`src/rtl/module_i2s_tx_pkg.sv`:
```
// Shared I2S frame geometry and the slot-bit selector used by the transmitter.
package module_i2s_tx_pkg;

  localparam int I2S_SLOT_BITS   = 32;
  localparam int I2S_FRAME_BITS  = 64;
  localparam int SAMPLE_WIDTH    = 18;
  localparam int I2S_DATA_OFFSET = 1;

  localparam int BIT_CNT_W  = $clog2(I2S_FRAME_BITS);
  localparam int SLOT_IDX_W = $clog2(I2S_SLOT_BITS);

  // Bit to drive at slot position k: MSB lands I2S_DATA_OFFSET BCLKs after the
  // word-select edge, and everything past the LSB is zero padding.
  function automatic logic slot_bit(input logic [SAMPLE_WIDTH-1:0] frame,
                                    input logic [SLOT_IDX_W-1:0]   k);
    logic [SLOT_IDX_W-1:0] idx;
    idx = SLOT_IDX_W'(SAMPLE_WIDTH - 1 + I2S_DATA_OFFSET) - k;
    if (k >= SLOT_IDX_W'(I2S_DATA_OFFSET) &&
        k <  SLOT_IDX_W'(SAMPLE_WIDTH + I2S_DATA_OFFSET)) begin
      return frame[idx];
    end
    return 1'b0;
  endfunction

endpackage

```
`src/rtl/module_i2s_tx_fifo.sv`:
```
// Synchronous show-ahead sample FIFO; a push into a full FIFO succeeds only
// when a pop in the same cycle frees a slot.
module module_sample_fifo #(
  parameter int WIDTH = 18,
  parameter int DEPTH = 4
) (
  input  logic                     clk,
  input  logic                     rst_n,
  input  logic                     push_i,
  input  logic [WIDTH-1:0]         data_i,
  input  logic                     pop_i,
  output logic [WIDTH-1:0]         data_o,
  output logic                     full_o,
  output logic                     empty_o,
  output logic [$clog2(DEPTH):0]   level_o
);
  localparam int AW = $clog2(DEPTH);
  localparam int LW = AW + 1;

  logic [WIDTH-1:0] mem_q [DEPTH];
  logic [AW:0]      wr_ptr_q, wr_ptr_d;
  logic [AW:0]      rd_ptr_q, rd_ptr_d;
  logic             do_push, do_pop;

  // Pointers carry one extra wrap bit so full and empty are distinguishable.
  assign level_o = wr_ptr_q - rd_ptr_q;
  assign full_o  = (level_o == LW'(DEPTH));
  assign empty_o = (level_o == '0);
  assign data_o  = mem_q[rd_ptr_q[AW-1:0]];

  always_comb begin
    do_pop   = pop_i & ~empty_o;
    do_push  = push_i & (~full_o | do_pop);
    wr_ptr_d = wr_ptr_q + LW'(do_push);
    rd_ptr_d = rd_ptr_q + LW'(do_pop);
  end

  always_ff @(posedge clk or negedge rst_n) begin
    if (!rst_n) begin
      wr_ptr_q <= '0;
      rd_ptr_q <= '0;
    end else begin
      wr_ptr_q <= wr_ptr_d;
      rd_ptr_q <= rd_ptr_d;
    end
  end

  always_ff @(posedge clk) begin
    if (do_push) begin
      mem_q[wr_ptr_q[AW-1:0]] <= data_i;
    end
  end

endmodule

```
`src/rtl/module_i2s_tx.sv`:
```
// Mono-to-stereo I2S transmitter: buffers LPF samples, sends each as a left=right frame.
// Define I2S_TX_STATUS_EN to add sticky overflow/underflow flags with status_clr.
module module_i2s_tx
  import module_i2s_tx_pkg::*;
#(
  parameter int BCLK_HALF_DIV = 8,
  parameter int FIFO_DEPTH    = 4
) (
  input  logic                        clk,
  input  logic                        reset,
  input  logic                        sample_in_rdy,
  input  logic [SAMPLE_WIDTH-1:0]     sample_in,
  output logic                        sample_req,
  output logic [$clog2(FIFO_DEPTH):0] fifo_level,
  output logic                        i2s_bclk,
  output logic                        i2s_lrclk,
  output logic                        i2s_sdata
`ifdef I2S_TX_STATUS_EN
  ,
  input  logic                        status_clr,
  output logic                        overflow,
  output logic                        underflow
`endif
);
  localparam int DW = (BCLK_HALF_DIV > 1) ? $clog2(BCLK_HALF_DIV) : 1;

  logic [DW-1:0]           div_cnt_q, div_cnt_d;
  logic                    bclk_q, bclk_d;
  logic [BIT_CNT_W-1:0]    bit_cnt_q, bit_cnt_d;
  logic                    lrclk_q, lrclk_d;
  logic                    sdata_q, sdata_d;
  logic                    req_q, req_d;
  logic [SAMPLE_WIDTH-1:0] frame_q, frame_d;
  logic                    tc, fall, load;
  logic                    fifo_empty;
  logic [SAMPLE_WIDTH-1:0] fifo_rdata;
`ifdef I2S_TX_STATUS_EN
  logic                    fifo_full;
`endif

  module_sample_fifo #(
    .WIDTH (SAMPLE_WIDTH),
    .DEPTH (FIFO_DEPTH)
  ) u_fifo (
    .clk     (clk),
    .rst_n   (reset),
    .push_i  (sample_in_rdy),
    .data_i  (sample_in),
    .pop_i   (load),
    .data_o  (fifo_rdata),
`ifdef I2S_TX_STATUS_EN
    .full_o  (fifo_full),
`else
    .full_o  (),
`endif
    .empty_o (fifo_empty),
    .level_o (fifo_level)
  );

  // All serial outputs move only on BCLK falling events so the DAC sees
  // stable data at every BCLK rising edge.
  always_comb begin
    tc        = (div_cnt_q == DW'(BCLK_HALF_DIV - 1));
    fall      = tc & bclk_q;
    load      = fall & (bit_cnt_q == BIT_CNT_W'(I2S_FRAME_BITS - 1));
    div_cnt_d = tc ? '0 : div_cnt_q + DW'(1);
    bclk_d    = bclk_q ^ tc;
    bit_cnt_d = bit_cnt_q;
    lrclk_d   = lrclk_q;
    sdata_d   = sdata_q;
    frame_d   = frame_q;
    if (fall) begin
      bit_cnt_d = bit_cnt_q + BIT_CNT_W'(1);
      lrclk_d   = bit_cnt_d[BIT_CNT_W-1];
      sdata_d   = slot_bit(frame_q, bit_cnt_d[SLOT_IDX_W-1:0]);
    end
    // An empty FIFO at the frame boundary mutes the whole frame.
    if (load) begin
      frame_d = fifo_empty ? '0 : fifo_rdata;
    end
    req_d = load & ~fifo_empty;
  end

  always_ff @(posedge clk or negedge reset) begin
    if (!reset) begin
      div_cnt_q <= '0;
      bclk_q    <= 1'b0;
      bit_cnt_q <= '1;
      lrclk_q   <= 1'b0;
      sdata_q   <= 1'b0;
      req_q     <= 1'b0;
      frame_q   <= '0;
    end else begin
      div_cnt_q <= div_cnt_d;
      bclk_q    <= bclk_d;
      bit_cnt_q <= bit_cnt_d;
      lrclk_q   <= lrclk_d;
      sdata_q   <= sdata_d;
      req_q     <= req_d;
      frame_q   <= frame_d;
    end
  end

  assign sample_req = req_q;
  assign i2s_bclk   = bclk_q;
  assign i2s_lrclk  = lrclk_q;
  assign i2s_sdata  = sdata_q;

`ifdef I2S_TX_STATUS_EN
  logic overflow_q, overflow_d;
  logic underflow_q, underflow_d;
  logic ovf_evt, udf_evt;

  // A new event in the same cycle as status_clr keeps its flag set.
  always_comb begin
    ovf_evt     = sample_in_rdy & fifo_full & ~(load & ~fifo_empty);
    udf_evt     = load & fifo_empty;
    overflow_d  = ovf_evt | (overflow_q & ~status_clr);
    underflow_d = udf_evt | (underflow_q & ~status_clr);
  end

  always_ff @(posedge clk or negedge reset) begin
    if (!reset) begin
      overflow_q  <= 1'b0;
      underflow_q <= 1'b0;
    end else begin
      overflow_q  <= overflow_d;
      underflow_q <= underflow_d;
    end
  end

  assign overflow  = overflow_q;
  assign underflow = underflow_q;
`endif

endmodule

```
`config.mk`:
```
export PLATFORM = sky130hd
export DESIGN_NAME = module_i2s_tx
export DESIGN_NICKNAME = d
export VERILOG_FILES = /design/src/rtl/module_i2s_tx_pkg.sv /design/src/rtl/module_i2s_tx_fifo.sv /design/src/rtl/module_i2s_tx.sv
export SDC_FILE = /design/constraint.sdc
export NUM_CORES = 1
export LEC_CHECK = 0
export CORE_MARGIN = 4
export CORE_UTILIZATION = 63
export DETAILED_ROUTE_END_ITERATION = 8
export GPL_TIMING_DRIVEN = 0
export HOLD_SLACK_MARGIN = 0.08
export PLACE_DENSITY = 0.8
export SLEW_MARGIN = 20
export SYNTH_ARGS = -nofsm -noshare
export SYNTH_HDL_FRONTEND = slang
export SYNTH_SLANG_ARGS = --single-unit
```
`constraint.sdc`:
```
create_clock -name clk -period 6.7 [get_ports clk]
set_input_delay 1.005 -clock clk [delete_from_list [all_inputs] [get_ports clk]]
set_output_delay 1.005 -clock clk [all_outputs]
set_load 0.02 [all_outputs]
```
Word-level counts from Yosys, hierarchy flattened
Memory sizes are Yosys's and may differ from the RTL's.
Index checks and enable logic that the tools add are counted.
{"block": "totals", "register_bits": 37, "latchBits": 0, "mem_bits_rw": 72, "rom_bits": 0, "in_bits": 21, "elab_cells": 42, "memories": 1}
{"memory": "u_fifo.mem_q", "depth": 4, "width": 18, "rd": 1, "rd_clocked_by_memory_dff": 0, "write_ports": 1, "line": "module_i2s_tx_fifo.sv:20", "rtl": "logic [WIDTH-1:0] mem_q [DEPTH];"}
{"block": "classes", "addsub": 6, "mul": 0, "div_mod_pow": 0, "magnitude_cmp": 3, "eq_ne": 3, "n_shift": 0, "n_mux": 10, "bitwise_logic": 8, "n_reduce_logical": 2}
{"operator": "$mux W18", "count": 1}
{"operator": "$mux W1", "count": 7}
{"operator": "$add A3 B1 Y3", "count": 2}
{"operator": "$add A6 B1 Y6 const B", "count": 1}
{"operator": "$eq A3 B3 Y1 const B", "count": 2}
{"operator": "$eq A6 B6 Y1 const B", "count": 1}
{"operator": "$lt A5 B6 Y1 const B", "count": 1}
{"operator": "$bmux W1 S5", "count": 1}
{"operator": "$ge A5 B1 Y1 const B", "count": 1}
{"operator": "$lt A5 B5 Y1 const B", "count": 1}
{"operator": "$sub A5 B5 Y5 const A", "count": 1}
{"operator": "$and A1 B1 Y1", "count": 4}
{"operator": "$add A3 B1 Y3 const B", "count": 1}
{"operator": "$logic_not A3 Y1", "count": 1}
{"operator": "$mux W3", "count": 1}
{"operator": "$sub A3 B3 Y3", "count": 1}
{"operator": "$not A1 Y1", "count": 2}
{"operator": "$logic_and A1 B1 Y1", "count": 1}
{"operator": "$or A1 B1 Y1", "count": 1}
{"operator": "$xor A1 B1 Y1", "count": 1}

Depth between registers and ports, before layout
{"block": "depth", "depth_word": 8, "depth_mapped": 11, "mapped_depth_nobuf": 10}

Cells and area by module
From an unflattened synthesis, not the netlist that was laid out.
{"block": "unflattened", "hier_cells": 293, "hier_area_um2": 4692.0}
{"mod": "module_sample_fifo", "n_inst": 1, "cells_each": 126, "area_each_um2": 2996.6, "seq_area_each_um2": 2312.2}
{"mod": "module_i2s_tx", "n_inst": 1, "cells_each": 167, "area_each_um2": 1695.4, "seq_area_each_um2": 783.3}

Least setup slack after synthesis
No wires, ideal clock.
{"block": "synth_timing", "kind": "reg2reg", "start": "reg u_fifo.wr_ptr_q[0]", "end": "mem u_fifo.mem_q[2][0] (enable)", "setup_time_ns": 0.376, "t_arrival_ns": 2.249, "required_ns": 6.324, "path_slack_ns": 4.075, "stages_incl_launch_ff": 8, "period_less_slack_ns": 2.625, "path_cell_list": "dfrtp_1 inv_1 ha_1 fa_1 xnor2_1 inv_1 a41oi_1 and3_1"}
{"block": "synth_via", "elab_chain_cells": 8, "elab_cells_between_ends": 10}
{"item": "start, declared", "line": "module_i2s_tx_fifo.sv:21", "rtl": "logic [AW:0] wr_ptr_q, wr_ptr_d;"}
{"item": "start signal, assigned", "line": "module_i2s_tx_fifo.sv:43", "rtl": "wr_ptr_q <= wr_ptr_d;"}
{"item": "$sub A3 B3 Y3 (*)", "line": "module_i2s_tx_fifo.sv:26", "rtl": "assign level_o = wr_ptr_q - rd_ptr_q;"}
{"item": "via fifo_level[2]", "line": "module_i2s_tx.sv:14", "rtl": "output logic [$clog2(FIFO_DEPTH):0] fifo_level,"}
{"item": "$logic_not A3 Y1", "line": "module_i2s_tx_fifo.sv:28", "rtl": "assign empty_o = (level_o == '0);"}
{"item": "$not A1 Y1", "line": "module_i2s_tx_fifo.sv:32", "rtl": "do_pop = pop_i & ~empty_o;"}
{"item": "$and A1 B1 Y1", "line": "module_i2s_tx_fifo.sv:32"}
{"item": "$or A1 B1 Y1 (*)", "line": "module_i2s_tx_fifo.sv:33", "rtl": "do_push = push_i & (~full_o | do_pop);"}
{"item": "$and A1 B1 Y1 (*)", "line": "module_i2s_tx_fifo.sv:33"}
{"item": "$mux W1 (*)", "line": "module_i2s_tx_fifo.sv:49", "rtl": "if (do_push) begin"}
{"item": "$mux W1 (not written as such) (*)", "line": "module_i2s_tx_fifo.sv:50", "rtl": "mem_q[wr_ptr_q[AW-1:0]] <= data_i;"}
{"item": "end, declared", "line": "module_i2s_tx_fifo.sv:20"}
Mark *: on every way through the listed nets, which the timed path passes. The rest lies on a longest branch.

Final worst setup path
{"block": "layout_timing", "start": "reg u_fifo.wr_ptr_q[0]", "end": "out fifo_level[2]"}
{"block": "layout_via", "elab_chain_cells": 1}
{"item": "$sub A3 B3 Y3", "line": "module_i2s_tx_fifo.sv:26"}
{"item": "end, declared", "line": "module_i2s_tx.sv:14"}
No other way between the ends.

==> impl_metrics.csv <==
group,metric,value,unit
synthesis,yosys-top-cells-area,"edfxtp_1, dfrtp_1, mux4_2, dfstp_2, a22o_1",
cells_and_area,drive_gt1_share,18.6,%
cells_and_area,final_cell_mix,"edfxtp_1, dfrtp_1, clkdlybuf4s50_1, mux4_2, a22o_1",
detailed_routing,route.met2.wl,3770,µm
place,portBuffers,27,
critical_path,crit_family,"buffers and inverters",
critical_path,slowest_delay,550,ps
synthesis,synth_mux_area_share,11.6,%
floorplanning,ioPinCount,28,
place,dpl.hpwl,4920,µm
detailed_routing,wl_per_cell,18.7,µm
cells_and_area,nNetsFinal,323,
sta,setup_viol,0,
grt,antenna_found_initial,0,
sta,finalClockSkew,11.8,ps
critical_path,critPathMaxFanout,4,
grt,grtUsageTotal,19.2,%
hold_path,hold_class,"reg -> reg",
sta,min_period,3290,ps
synthesis,ys_ff_latch,109,
clock_tree,clkLatencyLatePin,370,ps
clock_tree,htree_levels,3,
floorplanning,dieArea,8510,µm²
floorplanning,die_h,92.2,µm
floorplanning,die_w,92.2,µm
clock_tree,hold_buffers,0,
critical_path,cp-end-kind,"output pin",
sta,fmax,0.304,GHz
detailed_routing,wl_met1,3190,µm
clock_tree,clk_path_buf_depth,2,
critical_path,cp_common_cell,"inv_1",
detailed_routing,totalWireLength,7300,µm
sta,rsz0062_at_grt,"false",
clock_tree,cts_tree,"built",
synthesis,yosys.area.top_type,"edfxtp_1",
critical_path,worstPathRequired,5690,ps
power_and_ir_drop,internal_power,1.04,mW
sta,fin_crit_sh,49.1,%
synthesis,syn_avg_cell_area,17.8,µm²
clock_tree,clkTransAtPathRegs,100,ps
detailed_routing,drcViolationCount,0,
critical_path,cp.depth,6,
cells_and_area,syn2layout_area_growth,13.5,%
critical_path,reg2reg_depth,8,
grt,grt_pass1_wl,12200,µm
critical_path,endpoint,"fifo_level[2]",
flow_run,max_cap_violations,0,
power_and_ir_drop,clkPwrFrac,26.5,%
sta,tightest_slew,1020,ps
power_and_ir_drop,peakVddDrop,175,µV
synthesis,synth_area,4470,µm²
critical_path,r2r_end,"u_fifo.mem_q[2][14]",
power_and_ir_drop,p_sw,0.364,mW
floorplanning,num_rows,30,
place,gp_congestion,0.813,
power_and_ir_drop,report.power.total,1.40,mW
hold_path,min_from,"div_cnt_q[0]",
clock_tree,ctsResizeCount,0,
grt,overflow,0,
synthesis,synthXorXnorAreaFrac,2.94,%
sta,hold_viol_final,0,
cells_and_area,diodes,0,
critical_path,r2r_start,"bit_cnt_q[1]",
critical_path,slowest_stage,"clkdlybuf4s50_1",
critical_path,path_class,"reg -> out",
synthesis,yosysSeqAreaShare,69.3,%
synthesis,synth_cell_types,39,
detailed_routing,dr_wl_met3,257,µm
floorplanning,core_area,6830,µm²
sta,fin_tns_setup,0,ps
synthesis,synth_compound_area_share,6.10,%
power_and_ir_drop,power_density,276,nW/µm²
detailed_routing,vias,2304,
cells_and_area,final_common_cell,"edfxtp_1",
power_and_ir_drop,combPwrFrac,12.7,%
detailed_routing,top_layer,"met4",
clock_tree,ctsRootBufferMaster,"clkbuf_8",
critical_path,crit_path_start,"u_fifo.wr_ptr_q[0]",
synthesis,yosysTopAreaCellShare,48.4,%
power_and_ir_drop,pwr-share-seq,60.9,%
power_and_ir_drop,p_leak,1.94,nW
detailed_routing,vias_per_cell,5.89,
synthesis,yosysWarnings,0,
critical_path,cp.arrival,2290,ps
hold_path,hold_depth,1,
synthesis,synth_top_family_by_area,"multiplexers",
grt,grt_max_degree,23,
clock_tree,cts_made_buffers,9,
sta,maxSlewHeadroom,31.9,%
critical_path,rrSetupSlack,3510,ps
power_and_ir_drop,swShare,26.0,%
synthesis,synthAdderAreaFrac,3.53,%
status,status,"finished clean",
synthesis,syn_inst,251,
floorplanning,start_util,65.4,%
critical_path,cp_cell_sequence,"inv_1, ha_1, fa_1, xnor2_1, inv_1, clkdlybuf4s50_1",
clock_tree,cts_setup_buffers,0,
sta,report.final.slew_viol_count,0,
detailed_routing,drtIter0Drc,147,
synthesis,synth_fp_nets,284,
synthesis,yosys.area_share.simple,3.98,%
detailed_routing,drtAntennaViolNets,0,
critical_path,start_kind,"register",
grt,grt_pass1_vias,2457,
critical_path,cp.buffers_inverters,3,
detailed_routing,first_pass_iters,4,
clock_tree,cts_sinks,109,
## metrics by stage
| stage | std cells | util, % | setup slack (ps) | hold slack [ps] | cell area [µm²] |
|---|---|---|---|---|---|
| floorplan | 251 | - | 4080 | 403 | 4470 |
| global placement | 374 | 71.1 | 3530 | 415 | 4860 |
| detailed placement | 375 | 71.5 | 3510 | 435 | 4880 |
| CTS | 391 | 74.3 | 3380 | 450 | 5070 |
| global route | 391 | 74.3 | 3310 | 475 | 5070 |
| finish | 391 | 74.3 | 3410 | 438 | 5070 |
## worst reg2reg max path, cell delays in order (launching register included)
cell,delay (ps)
dfstp_2,580
ha_1,160
buf_2,210
nand4_1,160
inv_1,80
nand3_1,120
buf_2,230
a41oi_1,380
and3_1,900
## metal layers
metal | vias up | track usage (%)
met5 | - | 0
met3 | 9 | 4.35
met1 | 1189 | 24.8
met4 | 0 | 5.94
li1 | 1058 | -
met2 | 48 | 32.5
## power by group through the flow
stage	Combinational (mW)	Sequential (mW)	Clock (mW)
final	0.177	0.852	0.371
after global routing	0.193	0.860	0.414
after CTS	0.181	0.854	0.378
after detailed placement	0.180	0.869	0
after global placement	0.173	0.861	0
after floorplan	0.104	0.856	0
## cell usage after synthesis, drive strengths merged
master / instances
and3: 6
o22a: 1
nand4: 1
a21oi: 5
nand2b: 1
mux4: 22
o221ai: 1
nor3: 1
nor2b: 4
buf: 10
dfstp: 6
nor4: 1
mux2i: 1
clkbuf: 4
ha: 11
and2: 1
nand2: 5
a31oi: 3
or3: 2
o32ai: 1
o21ai: 4
xor2: 8
a41oi: 1
a22o: 18
nor2: 4
fa: 1
inv: 11
nand3: 6
xnor2: 7
a221o: 1
dfrtp: 31
edfxtp: 72
## registers in the layout, summed over array words and instances, names as in the netlist
name / count
frame_q: 18
u_fifo.rd_ptr_q: 3
div_cnt_q: 3
u_fifo.mem_q: 72
u_fifo.wr_ptr_q: 3
i2s_bclk: 1
sample_req: 1
i2s_sdata: 1
i2s_lrclk: 1
bit_cnt_q: 6
## how the worst min path moves through the flow
| stage | to | slack [ps] |
|---|---|---|
| 2_1_floorplan | div_cnt_q[0] | 400 |
| 3_3_place_gp | div_cnt_q[0] | 420 |
| 3_5_place_dp | div_cnt_q[0] | 440 |
| 4_1_cts | div_cnt_q[0] | 450 |
| 5_1_grt | div_cnt_q[0] | 470 |
| 6_report | div_cnt_q[0] | 440 |
## cell families after synthesis
logic type,count (synthesis)
multiplexers,23
adder cells (fa/ha/maj),12
AND/OR/NAND/NOR,32
AO/OA/AOI/OAI,35
XOR/XNOR,15
buffers and inverters,25
flip-flops,109
## cell type report
class	count	area, µm²
Buffer	14	72.6
Clock buffer	9	124
Clock inverter	7	67.6
Fill cell	425	1760
Inverter	11	41.3
Multi-Input combinational cell	117	1260
Sequential cell	109	3100
Tap cell	96	120
Timing Repair Buffer	28	293
No activity file was read; power rests on OpenSTA's default activity.
